--- src/rtl/fp_round16_pipe_pkg.sv ---
// fp16Pkg: shared types and constants for the binary16 rounding pipeline.
//   fp16n_t  : normalizer output (sign, exp, hidden+frac+G/R/S), 20 bits
//   fp16_t   : packed IEEE binary16, 16 bits
//   fp_rm_t  : rounding-mode encoding carried with each beat
//   stage1_t : per-beat state held between the decide and add/pack stages
//   stage2_t : rounded result plus {underflow, overflow, inexact}
package fp16Pkg;

  localparam int unsigned EMSB = 4;
  localparam int unsigned FMSB = 9;

  localparam logic [EMSB:0] EXP_MAX = '1;

  typedef enum logic [2:0] {
    RNE = 3'd0,
    RTZ = 3'd1,
    RDN = 3'd2,
    RUP = 3'd3,
    RMM = 3'd4
  } fp_rm_t;

  typedef struct packed {
    logic            sign;
    logic [EMSB:0]   exp;
    logic [FMSB+4:0] sig;   // [13] hidden, [12:3] frac, [2] G, [1] R, [0] S
  } fp16n_t;

  typedef struct packed {
    logic          sign;
    logic [EMSB:0] exp;
    logic [FMSB:0] frac;
  } fp16_t;

  typedef struct packed {
    logic          sign;
    logic [EMSB:0] exp;
    logic [FMSB:0] frac;
    logic          inc;
    logic          ix;
    logic          under;
    logic          special;  // exp all-ones: inf/NaN passes through untouched
  } stage1_t;

  typedef struct packed {
    fp16_t      res;
    logic [2:0] flags;       // {underflow, overflow, inexact}
  } stage2_t;

endpackage

--- src/rtl/fp_round16_pipe_decide.sv ---
// fp_round16_decide: combinational rounding decision.
//   sign, l, g, r, s : sign, result LSB, guard, round, sticky
//   rm               : rounding mode (5-7 behave as RNE)
//   inc              : add one ULP to {exp,frac}
//   ix               : discarded bits were non-zero
module fp_round16_decide
  import fp16Pkg::*;
(
  input  logic       sign,
  input  logic       l,
  input  logic       g,
  input  logic       r,
  input  logic       s,
  input  logic [2:0] rm,
  output logic       inc,
  output logic       ix
);

  always_comb begin
    ix  = g | r | s;
    inc = 1'b0;
    case (rm)
      RTZ:     inc = 1'b0;
      RDN:     inc = sign & ix;
      RUP:     inc = ~sign & ix;
      RMM:     inc = g;
      default: inc = g & (r | s | l);
    endcase
  end

endmodule

--- src/rtl/fp_round16_pipe.sv ---
// fp_round16_pipe: two-stage valid/ready rounding pipeline, FP16N -> binary16.
//   Stage 1 registers the rounding decision, stage 2 registers the added/packed result.
// Ports:
//   clk, rst_n           clock, asynchronous active-low reset
//   in_valid / in_ready  input handshake; i (FP16N), under_i, rm sampled on transfer
//   out_valid / out_ready output handshake; o (binary16), flags_o {unf, ovf, inx}
// Optional feature (macro FP_ROUND16_ACC_FLAGS_EN):
//   clear_flags (in), acc_flags (out) - sticky OR of flags over accepted results.
module fp_round16_pipe
  import fp16Pkg::*;
(
  input  logic                      clk,
  input  logic                      rst_n,
  input  logic                      in_valid,
  output logic                      in_ready,
  input  logic [$bits(fp16n_t)-1:0] i,
  input  logic                      under_i,
  input  logic [2:0]                rm,
  output logic                      out_valid,
  input  logic                      out_ready,
  output logic [$bits(fp16_t)-1:0]  o,
  output logic [2:0]                flags_o
`ifdef FP_ROUND16_ACC_FLAGS_EN
  ,
  input  logic                      clear_flags,
  output logic [2:0]                acc_flags
`endif
);

  fp16n_t  in_n;
  logic    unused_hidden;
  logic    dec_inc;
  logic    dec_ix;
  logic    in_special;

  logic    en1;
  logic    en2;

  logic    v1_d, v1_q;
  logic    v2_d, v2_q;
  stage1_t s1_d, s1_q;
  stage2_t s2_d, s2_q;

  logic [EMSB+FMSB+1:0] sum;
  logic                 ovf;

  always_comb begin
    in_n          = fp16n_t'(i);
    // The hidden bit is implied by exp in the packed format.
    unused_hidden = in_n.sig[FMSB+4];
    in_special    = (in_n.exp == EXP_MAX);
  end

  fp_round16_decide u_decide (
    .sign (in_n.sign),
    .l    (in_n.sig[3]),
    .g    (in_n.sig[2]),
    .r    (in_n.sig[1]),
    .s    (in_n.sig[0]),
    .rm   (rm),
    .inc  (dec_inc),
    .ix   (dec_ix)
  );

  // Handshake: a stage advances when it is empty or its successor advances.
  always_comb begin
    en2 = ~v2_q | out_ready;
    en1 = ~v1_q | en2;
  end

  // Stage 1 next state.
  always_comb begin
    v1_d = v1_q;
    s1_d = s1_q;
    if (en1) begin
      v1_d = in_valid;
      if (in_valid) begin
        s1_d.sign    = in_n.sign;
        s1_d.exp     = in_n.exp;
        s1_d.frac    = in_n.sig[FMSB+3:3];
        s1_d.inc     = dec_inc & ~in_special;
        s1_d.ix      = dec_ix & ~in_special;
        s1_d.under   = under_i;
        s1_d.special = in_special;
      end
    end
  end

  // Stage 2: carry out of frac ripples into exp, covering denormal->normal,
  // binade crossing and overflow to inf without special cases.
  always_comb begin
    sum  = {s1_q.exp, s1_q.frac} + {{(EMSB+FMSB+1){1'b0}}, s1_q.inc};
    ovf  = ~s1_q.special & (sum[EMSB+FMSB+1:FMSB+1] == EXP_MAX);
    v2_d = v2_q;
    s2_d = s2_q;
    if (en2) begin
      v2_d = v1_q;
      if (v1_q) begin
        s2_d.res   = {s1_q.sign, sum};
        s2_d.flags = {s1_q.under & s1_q.ix, ovf, s1_q.ix | ovf};
      end
    end
  end

  always_ff @(posedge clk or negedge rst_n) begin
    if (!rst_n) begin
      v1_q <= 1'b0;
      v2_q <= 1'b0;
      s1_q <= '0;
      s2_q <= '0;
    end else begin
      v1_q <= v1_d;
      v2_q <= v2_d;
      s1_q <= s1_d;
      s2_q <= s2_d;
    end
  end

  always_comb begin
    in_ready  = en1;
    out_valid = v2_q;
    o         = s2_q.res;
    flags_o   = s2_q.flags;
  end

`ifdef FP_ROUND16_ACC_FLAGS_EN
  logic [2:0] acc_d, acc_q;

  // Clear and accept in the same cycle keeps the newly accepted flags.
  always_comb begin
    acc_d = (clear_flags ? '0 : acc_q) | ((v2_q & out_ready) ? s2_q.flags : '0);
  end

  always_ff @(posedge clk or negedge rst_n) begin
    if (!rst_n) acc_q <= '0;
    else        acc_q <= acc_d;
  end

  always_comb acc_flags = acc_q;
`endif

endmodule

--- config.mk ---
export PLATFORM = sky130hd
export DESIGN_NAME = fp_round16_pipe
export DESIGN_NICKNAME = d
export VERILOG_FILES = /design/src/rtl/fp_round16_pipe_pkg.sv /design/src/rtl/fp_round16_pipe_decide.sv /design/src/rtl/fp_round16_pipe.sv
export SDC_FILE = /design/constraint.sdc
export NUM_CORES = 1
export LEC_CHECK = 0
export BUFFER_PORTS_ARGS = -buffer_cell sky130_fd_sc_hd__buf_2
export CAP_MARGIN = 15
export CORE_MARGIN = 2
export CORE_UTILIZATION = 40
export CTS_CLUSTER_SIZE = 30
export DETAILED_ROUTE_END_ITERATION = 8
export PLACE_DENSITY = 0.71
export SETUP_SLACK_MARGIN = 0.15
export SLEW_MARGIN = 20
export SYNTH_ARGS = -nofsm -noshare
export SYNTH_HDL_FRONTEND = slang
export SYNTH_HIERARCHICAL = 1
export SYNTH_SLANG_ARGS = --single-unit
--- constraint.sdc ---
create_clock -name clk -period 2.4 [get_ports clk]
set_clock_uncertainty 0.05 [all_clocks]
set_input_delay 0.24 -clock clk [delete_from_list [all_inputs] [get_ports clk]]
set_output_delay 0.24 -clock clk [all_outputs]
set_load 0.005 [all_outputs]
==> flow_summary_export.csv <==
group,metric,value,unit
synth,synth-edff-count,0,
critical_path,cp-end-kind,"flop",
sta,tightestPinTransition,0.887,ns
global_routing,grt_pass1_wl,5920,um
route,antenna_violating_nets_left,0,
clock_tree,postCtsResizedCells,0,
synth,synth_compound_area_share,8.77,%
synth,post_synth.cell_area_avg,11.0,um^2
sta,worst_slack,0.532,ns
sta,timing_hold_violations_final,0,
global_routing,gr-total-overflow,0,
synth,synth_top_family_by_area,"simple AND/OR/NAND/NOR gates",
cells_and_area,area_used_by_multi_input_combinational_logic,852,um^2
synth,post_synth_arst_share,100,%
synth,synth_fa_ha_area_share,1.30,%
floorplan,count_of_pins_on_the_block_boundary,49,
sta,max_freq,535,MHz
floorplan,placeableCoreArea,4690,um^2
power_and_ir_drop,worst_ir_drop_vdd,0.000332,V
synth,synth.area.mux_share,11.7,%
route,remaining_drc_errors,0,
route,drt-vias-per-instance,5.12,
sta,setup_viol,0,
clock_tree,cts.path.max_buffers,2,
hold_path,min_path_type,"in2async",
route,num_vias,1428,
global_routing,grt_start_max_net_pins,42,
critical_path,worst-endpoint-arrival,2.04,ns
clock_tree,cts_tree,"yes",
global_routing,first_global_vias,1295,
synth,syn_inst,175,
synth,synth_seq_area_share,53.2,%
clock_tree,hold_buffers,0,
placement,dp_cells,271,
cells_and_area,finish.net_count,254,
floorplan,dieWidth,73.4,um
placement,placement.io_buffers,47,
synth,syn_area,1930,um^2
sta,post_layout_minimum_cycle_time,1.87,ns
synth,synth.distinct_cells,34,
clock_tree,cts.reportedPaths.clkPinSlew,0.08,ns
global_routing,antenna_found_initial,0,
route,routed_wirelength,3560,um
clock_tree,cts_made_buffers,5,
synth,synthFlopType,"dfrtp_1",
cells_and_area,fill_cells,456,
cells_and_area,final_core_utilization,49.9,%
clock_tree,htreeDepth,2,
sta,maxSlewHeadroom,40.8,%
cells_and_area,layout-drive-gt1-share,36.0,%
cells_and_area,instances_no_fill,279,
clock_tree,post-cts-setup-buffer-count,0,
sta,holdWs,0.0164,ns
critical_path,cp-start-kind,"flop",
synth,ys_warn_count,6,
clock_tree,clkLatencyLatePin,0.29,ns
critical_path,path_max_fanout,6,
route,drt_first_iter_violations,40,
cells_and_area,insertedDiodeCount,0,
job,maxCapViolCount,0,
placement,finalWeightedCongestion,0.727,
cells_and_area,final_cell_mix,"buf_2, dfrtp_1, nand2_1, mux2_2, o21ai_0",
clock_tree,clock_tree.root_cell,"clkbuf_8",
floorplan,initial_utilization,41.1,%
placement,place_hpwl,2720,um
synth,synth_fp_nets,205,
clock_tree,clock_sink_count,41,
global_routing,grtUsageTotal,14.5,%
cells_and_area,layout_commonest_cell,"buf_2",
sta,timing.setup.tns,0,ns
synth,number_of_flip_flops_and_latches_in_the_synthesized_netlist,41,
sta,final-max-slew-violation-count,0,
placement,dp_slack,0.540,ns
outcome,status,"finished, final reports clean",
route,wl_per_cell,12.7,um
critical_path,critical_path_data_required_time,2.57,ns
synth,parity_gate_share_of_the_synthesized_area_counting_xor_and_xnor_cells,6.36,%
route,drt_first_pass_iters,4,
cells_and_area,seq_area,1030,um^2
synth,synthSimpleGateAreaFrac,16.1,%
floorplan,die-area,5390,um^2
sta,final.period_utilization,77.8,%
sta,unrepaired_setup_endpoints_after_global_routing,"false",
floorplan,dieHeight,73.4,um
cells_and_area,growth_of_design_area_from_synthesis_to_finish,21.5,%
floorplan,std_cell_rows,25,
critical_path,timing_worst_setup_path_type,"reg2reg",
power_and_ir_drop,power.leakage,1.06,nW
power_and_ir_drop,powerDensity,817,nW/um^2
[where the power goes]
group	switching [mW]	total (mW)	internal (mW)
clock network	0.236	0.650	0.413
registers	0.101	0.918	0.817
logic	0.154	0.344	0.190
total	0.491	1.91	1.42
[critical path, cell delays in order, from the launching register on]
cell      delay [ns]
dfrtp_1         0.36
ha_1            0.24
ha_1            0.30
and4_1          0.32
nand4b_1        0.12
a21oi_1         0.15
o22ai_1         0.11
a21oi_1         0.14
[sequential cells by signal, summed over array words and instances, names as in the netlist]
| signal | count |
|---|---|
| s1_q | 20 |
| out_valid | 1 |
| o | 16 |
| v1_q | 1 |
| flags_o | 3 |
[stage by stage]
| step | instance area, um^2 | power, mW |
|---|---|---|
| 3_5_place_dp | 2210 | 1.28 |
| 5_1_grt | 2340 | 2.03 |
| 6_report | 2340 | 1.91 |
| 4_1_cts | 2340 | 1.93 |
| 3_3_place_gp | 2210 | 1.27 |
| 2_1_floorplan | 1930 | 1.12 |
[layout make-up]
class                      instances  share of cell area (%)
sequential                        41                    43.8
multi-input combinational        125                    36.4
timing repair buffer              50                    11.0
clock buffer                       5                    2.94
tap                               54                    2.89
clock inverter                     3                    2.78
inverter                           1                   0.160
[cells by family (layout without fill, tap and decap cells)]
logic type,after synthesis,in the layout
multiplexers,20,20
AO/OA/AOI/OAI,29,29
adder cells (fa/ha/maj),2,2
flip-flops,41,41
AND/OR/NAND/NOR,60,60
XOR/XNOR,14,14
buffers and inverters,9,59
[metal layers]
metal / global-route usage [%] / routed length (um) / up-vias
met2: 21.7 / 1590 / 38
met5: 0 / 0 / -
li1: - / - / 720
met4: 6.67 / 48 / 0
met1: 19.8 / 1750 / 664
met3: 3.70 / 171 / 6
[worst paths after layout]
check	endpoint	depth (start not counted)	from	slack, ns
hold / removal	o[2]$_DFFE_PN0P_	1	rst_n	0.02
hold reg to reg	o[9]$_DFFE_PN0P_	2	o[9]$_DFFE_PN0P_	0.43
setup / recovery	flags_o[0]$_DFFE_PN0P_	7	s1_q[3]$_DFFE_PN0P_	0.53
max in group asynchronous	o[5]$_DFFE_PN0P_	1	rst_n	1.73
min in group clk	v1_q$_DFFE_PN0N_	2	in_valid	0.12
setup reg to reg	flags_o[0]$_DFFE_PN0P_	7	s1_q[3]$_DFFE_PN0P_	0.53
[cell usage after synthesis, types with 2 or more instances]
master,n,share of area (%)
nand2b_1,3,0.97
mux2_2,20,12
buf_2,3,0.78
xor2_1,8,3.6
o21ai_0,12,3.1
clkbuf_1,3,0.58
nand4_1,3,0.97
dfrtp_1,41,53
xnor2_1,6,2.7
o22ai_1,2,0.65
a31oi_1,3,0.97
nand3b_1,2,0.78
nand4b_1,2,0.91
a22o_1,2,0.91
nand2_1,24,4.7
nand3_1,7,1.8
nor2_1,5,0.97
o21ai_1,3,0.78
a21oi_1,5,1.3
and3_1,6,1.9
ha_1,2,1.3
Power figures use the tool's default switching activity.
